===== src/rtl/seq_multiplier.sv =====
// Multi-cycle shift-and-add multiplier retiring BITS_PER_CYCLE multiplier bits per clock.
// Define MULT_SIGNED_EN to honour signed_mode (two's complement); otherwise every operation is unsigned.
module seq_multiplier #(
  parameter int unsigned BITS           = 16,
  parameter int unsigned BITS_PER_CYCLE = 1
) (
  input  logic              clk,
  input  logic              rst_n,
  input  logic              start,
  input  logic              signed_mode,
  input  logic [BITS-1:0]   data_a,
  input  logic [BITS-1:0]   data_b,
  output logic              busy,
  output logic              done,
  output logic [2*BITS-1:0] result
);

  localparam int unsigned STEPS = BITS / BITS_PER_CYCLE;
  localparam int unsigned CW    = (STEPS > 1) ? $clog2(STEPS) : 1;
  localparam int unsigned PW    = 2 * BITS;

  typedef enum logic [1:0] {S_IDLE, S_MUL, S_FINISH} state_t;

  state_t          r_state, w_state_nxt;
  logic [BITS-1:0] r_a;
  logic [PW-1:0]   r_b, r_acc, w_pp;
  logic [CW-1:0]   r_cnt;
  logic            r_neg;
  logic [BITS-1:0] w_a_in, w_b_in;
  logic            w_neg_in;
  logic            w_last;
  logic            w_busy_nxt, w_done_nxt;

`ifdef MULT_SIGNED_EN
  // Magnitudes are taken in BITS width, so the most-negative value maps to 2^(BITS-1).
  always_comb begin
    w_a_in   = data_a;
    w_b_in   = data_b;
    w_neg_in = 1'b0;
    if (signed_mode) begin
      if (data_a[BITS-1]) w_a_in = '0 - data_a;
      if (data_b[BITS-1]) w_b_in = '0 - data_b;
      w_neg_in = data_a[BITS-1] ^ data_b[BITS-1];
    end
  end
`else
  logic w_unused_signed_mode;
  assign w_unused_signed_mode = signed_mode;
  assign w_a_in   = data_a;
  assign w_b_in   = data_b;
  assign w_neg_in = 1'b0;
`endif

  assign w_last = (r_cnt == CW'(STEPS - 1));

  always_comb begin
    w_pp = '0;
    for (int unsigned i = 0; i < BITS_PER_CYCLE; i++) begin
      if (r_a[i]) w_pp = w_pp + (r_b << i);
    end
  end

  always_ff @(posedge clk or negedge rst_n) begin
    if (!rst_n) begin
      r_state <= S_IDLE;
      busy    <= 1'b0;
      done    <= 1'b0;
    end else begin
      r_state <= w_state_nxt;
      busy    <= w_busy_nxt;
      done    <= w_done_nxt;
    end
  end

  always_comb begin
    w_state_nxt = r_state;
    case (r_state)
      S_IDLE:   if (start) w_state_nxt = S_MUL;
      S_MUL:    if (w_last) w_state_nxt = S_FINISH;
      S_FINISH: w_state_nxt = S_IDLE;
      default:  w_state_nxt = S_IDLE;
    endcase
  end

  always_comb begin
    w_busy_nxt = (w_state_nxt != S_IDLE);
    w_done_nxt = (r_state == S_FINISH);
  end

  always_ff @(posedge clk or negedge rst_n) begin
    if (!rst_n) begin
      r_a    <= '0;
      r_b    <= '0;
      r_acc  <= '0;
      r_cnt  <= '0;
      r_neg  <= 1'b0;
      result <= '0;
    end else begin
      case (r_state)
        S_IDLE: begin
          if (start) begin
            r_a   <= w_a_in;
            r_b   <= {{BITS{1'b0}}, w_b_in};
            r_acc <= '0;
            r_cnt <= '0;
            r_neg <= w_neg_in;
          end
        end
        S_MUL: begin
          r_acc <= r_acc + w_pp;
          r_a   <= r_a >> BITS_PER_CYCLE;
          r_b   <= r_b << BITS_PER_CYCLE;
          if (!w_last) r_cnt <= r_cnt + CW'(1);
        end
        S_FINISH: result <= r_neg ? ('0 - r_acc) : r_acc;
        default: ;
      endcase
    end
  end

endmodule


===== config.mk =====
export PLATFORM = sky130hd
export DESIGN_NAME = seq_multiplier
export DESIGN_NICKNAME = d
export VERILOG_FILES = /design/src/rtl/seq_multiplier.sv
export SDC_FILE = /design/constraint.sdc
export NUM_CORES = 1
export LEC_CHECK = 0
export BUFFER_PORTS_ARGS = -buffer_cell sky130_fd_sc_hd__buf_2
export CAP_MARGIN = 20
export CORE_ASPECT_RATIO = 1.2
export CORE_MARGIN = 2
export CORE_UTILIZATION = 60
export CTS_CLUSTER_SIZE = 25
export DETAILED_ROUTE_END_ITERATION = 12
export PLACE_DENSITY = 0.81
export SKIP_LAST_GASP = 1
export SLEW_MARGIN = 30
export SYNTH_ARGS = -nofsm -noshare
export SYNTH_HDL_FRONTEND = slang
export SYNTH_SLANG_ARGS = --single-unit

===== constraint.sdc =====
create_clock -name clk -period 7.35 [get_ports clk]
set_input_delay 0.3675 -clock clk [delete_from_list [all_inputs] [get_ports clk]]
set_output_delay 0.3675 -clock clk [all_outputs]
set_load 0.05 [all_outputs]

# == Word-level counts from Yosys, hierarchy flattened ==
# Cells that the tools add are included.
# totals
word_cells,33
reg_bits,120
in_bits,36
# classes
n_reduce_logical,5
muxes,13
n_eq_ne,5
add_sub_neg,2
# ops
op,n
$pmux 32 s2,2
$mux 32,3
$add 32x32->32,1
$pmux 16 s2,1
$mux 16,1
$mux 4,2
$pmux 4 s2,1
$add 4x1->4 const B,1
$eq 4x4->1 const B,1
$mux 2,2
$ne 2x2->1 const B,2
$pmux 2 s2,1
$reduce_bool 2->1,2
$reduce_and 3->1,1
$eq 2x1->1 const B,1
$eq 2x2->1 const B,1
$logic_not 2->1,1
$reduce_and 2->1,1

# == Longest topological paths before layout ==
# depth
ltp_word,4
mapped_depth,13

# == Least setup slack after synthesis ==
# No wires, ideal clock.
# synth_timing
path_kind,flip-flop to flip-flop
from,register r_a[0]
to,register r_acc[26]
t_required_ns,7.226
arrival_ns,2.695
setup_slack_ns,4.531
stages_incl_launch_ff,14
period_less_slack_ns,2.819
path_cell_list,dfrtp_1 > clkbuf_1 > and2_1 > ha_1 > inv_1 > fa_1 > nor2b_1 > o31ai_1 > a31o_2 > o21a_1 > o21ai_1 > o31a_1 > nor2_1 > a211o_1
# synth_via
elab_chain_len,3
# synth_rtl
element,line_no,source
"start, declared",25,logic [BITS-1:0] r_a;
"start signal, assigned",102,r_a <= w_a_in;
"start signal, assigned",111,r_a <= r_a >> BITS_PER_CYCLE;
$mux 32,59,if (r_a[i]) w_pp = w_pp + (r_b << i);
$add 32x32->32,110,r_acc <= r_acc + w_pp;
$pmux 32 s2,99,case (r_state)
"end signal, assigned",110,
"end, declared",26,"logic [PW-1:0] r_b, r_acc, w_pp;"
# No other way between the ends.
# A chain may end at the register's enable or synchronous reset.

# == Final worst setup path ==
# layout_timing
from,register r_a[0]
to,register r_acc[30]
# Same word-level chain as after synthesis.

==> results.cfg <==
[route]
wire_per_inst_um = 16.83
postRouteAntennaNets = 0
routed_wl_mm = 14.40
drt_iter0_drc = 365
vias_per_cell = 6.097
drc = 0
drtPass1Iterations = 7
vias = 5219

[floorplan]
core-area_um2 = 10570
io_pins = 70
rows = 41
initial_core_util = 0.6175
chipWidth_um = 99.20
die_area_um2 = 11730
die_h_um = 118.2

[sta]
fin_skew_ps = 8.383
setup_viol = 0
rsz0062_at_grt = false
fin_hold_ws_ps = -16.48
fin_crit_sh = 0.4700
worst_pin_slew_ps = 892.5
fmax_mhz = 289.5
drv_slew = 0
setup_tns_ps = 0
slew-limit-headroom = 0.4050
fin_crit_ps = 3454
hold_viol_final = 5

[yosys]
synth_edf_count = 0
ys_ff_latch = 120
synth.distinct_cells = 57
synth_area_um2 = 6525
ys.flop_type = dfrtp_1
yosys_warnings = 0
async_reset_ff_frac = 1.000
syn_avg_cell_area_um2 = 9.871
synth_fp_nets = 730
synth-seq-area-share = 0.4602
synth_cells = 661

[clock_tree]
clk_pin_slew_ps = 60
numCtsBuffers = 17
cts.sinks = 120
tritoncts = built
hold_buffers = 0
htree_num_levels = 4
clock_latency_ps = 410
cts_root_buf = clkbuf_16
post_cts_buffers = 0
cts_resized = 0
clockBufferDepth = 2

[place]
portBuffers = 68
dp_hpwl_mm = 9.333
place.gp.congestion = 0.8761

[global_route]
grtUsageMet3 = 0.06446
grt_pass1_vias = 5291
grt_max_degree = 66
antenna_found_initial = 0
grt-ovfl-total = 0
use_met2 = 0.4379
grt_first_pass_wirelength_mm = 24.67
gr-max-usage-layer = met2
grt.total_usage = 0.2610
met1_usage = 0.3242

[layout]
synthToLayoutAreaGrowth_pct = 17.07
utilization = 0.7228
finalNetCount = 783
seqCellArea_um2 = 3004
layout-drive-gt1-share = 0.2022
multi_input_area_um2 = 3336
num-fill-cells = 761
antennaDiodeCount = 0

[worst_setup_path]
path_cells = and2_1 -> ha_1 -> inv_1 -> fa_1 -> nor2b_1 -> o31ai_1 -> a31o_2 -> o21a_1 -> o21ai_1 -> o31a_1 -> mux2i_1 -> nand3_1
path_max_fanout = 33
cpPeakStageDelay_ps = 710
endpoint_kind = register
cp.arrival_ps = 3750
worst_setup_path_start_kind = register
worst-setup-path-type = register to register
worst_path_max_delay_cell = dfrtp_2
cp.required_ps = 7640

[power]
powerDensity_nw_per_um2 = 480.6
pwr-share-comb = 0.412
clkPwrFrac = 0.271
ir_drop_mv = 0.3602
switching_share = 0.4018
pwr-share-seq = 0.316
p_int_mw = 2.196
leakage_nw = 3.669
p_sw_mw = 1.475

[outcome]
status = complete, but fails checks
violations = negative hold slack

[job]
drv_cap = 0

[worst_hold_path]
min_path_type = input port to async pin
-- metal layers --
layer,part of all wire,wire length [um]
met1,0.43,6131
met2,0.51,7321
met3,0.048,688
met4,0.018,262
met5,0,0
-- worst paths after layout --
path,slack (ps),start,depth (start not counted),endpoint
worst max-delay path,3900,r_a[0]$_DFFE_PN0P_,12,r_acc[30]$_DFFE_PN0P_
worst min-delay path,-20,rst_n,1,result[6]$_DFFE_PN0P_
worst max register to register,3900,r_a[0]$_DFFE_PN0P_,12,r_acc[30]$_DFFE_PN0P_
worst min register to register,480,result[1]$_DFFE_PN0P_,2,result[1]$_DFFE_PN0P_
max in group asynchronous,6060,rst_n,2,r_a[0]$_DFFE_PN0P_
min in group clk,230,data_b[0],2,r_b[0]$_DFFE_PN0P_
-- synth_stat cells (all sizes together), types with 6 or more instances --
| cell | number | area, um2 |
|---|---|---|
| a211oi | 6 | 45.04 |
| a22o | 20 | 175.2 |
| inv | 14 | 52.55 |
| nor2 | 27 | 101.4 |
| a21o | 12 | 90.09 |
| and2 | 33 | 206.5 |
| nand4 | 8 | 50.05 |
| ha | 32 | 400.4 |
| mux2i | 15 | 150.1 |
| xor2 | 11 | 96.34 |
| dfrtp | 120 | 3003 |
| xnor2 | 10 | 87.58 |
| nand3 | 14 | 70.07 |
| nand2 | 82 | 307.8 |
| nor2b | 6 | 37.54 |
| o21ai | 76 | 380.4 |
| clkbuf | 34 | 128.9 |
| mux2 | 31 | 349.1 |
| a22oi | 17 | 127.6 |
| a21oi | 31 | 155.2 |
-- sequential cells by signal, summed over array words and instances, names as in the netlist --
name     cells
r_cnt        4
done         1
r_acc       32
r_b         32
result      32
busy         1
r_a         16
r_state      2
-- through the flow --
step	setup WS (ps)	cell area [um2]	hold WS (ps)	cells	power [mW]
after global placement	3778	6918	454.4	824	2.591
after floorplan	4531	6525	71.91	661	2.303
after global routing	3649	7639	31.32	856	3.902
after CTS	3629	7637	11.99	856	3.675
after detailed placement	3702	6925	456.2	824	2.654
final	3896	7639	-16.48	856	3.671
-- layout make-up --
type	count	area share
well taps	129	0.02113
repair buffers	72	0.04881
multi-input cells	489	0.4367
clock inverters	11	0.03161
flip-flops and latches	120	0.3933
clock buffers	21	0.06159
inverters	14	0.006880
-- power groups by stage --
| stage | logic [mW] | clock network (mW) | registers [mW] |
|---|---|---|---|
| 6_report | 1.51 | 0.996 | 1.16 |
| 3_3_place_gp | 1.44 | 0 | 1.15 |
| 4_1_cts | 1.51 | 1.00 | 1.16 |
| 5_1_grt | 1.67 | 1.04 | 1.20 |
| 2_1_floorplan | 0.986 | 0 | 1.32 |
| 3_5_place_dp | 1.49 | 0 | 1.16 |
-- placed cells by master, fill, tap and decap left out, drive strengths merged, types with 4 or more instances in the layout --
master / synthesis / layout
o211ai: 4 / 4
and2: 33 / 33
dfrtp: 120 / 120
a21oi: 31 / 31
a22oi: 17 / 17
nand2: 82 / 82
a211oi: 6 / 6
ha: 32 / 32
nand4: 8 / 8
a21o: 12 / 12
mux2i: 15 / 15
o31ai: 4 / 4
buf: 4 / 72
xnor2: 10 / 10
clkinv: 0 / 4
a31oi: 4 / 4
clkbuf: 34 / 21
nor2: 27 / 27
a32o: 4 / 4
nor2b: 6 / 6
bufinv: 0 / 7
xor2: 11 / 11
o21ai: 76 / 76
inv: 14 / 14
o21bai: 4 / 4
mux2: 31 / 31
a22o: 20 / 20
nand3: 14 / 14
-- cells by family after synthesis --
kind of cell / Yosys count / share of synthesized area
XOR/XNOR: 21 / 0.02819
adder cells (fa/ha/maj): 33 / 0.06443
AO/OA/AOI/OAI: 203 / 0.2063
multiplexers: 46 / 0.07651
buffers and inverters: 52 / 0.03049
flip-flops: 120 / 0.4602
AND/OR/NAND/NOR: 186 / 0.1338
-- critical path, delay by kind of cell, from the launching register on --
family	cells	cell delay [ps]
mux	1	210
fa+ha+maj	2	600
flops	1	710
simple gates	3	480
buf+inv	1	60
compound gates	5	1270
Note: power is estimated with default switching activity, not from simulation.
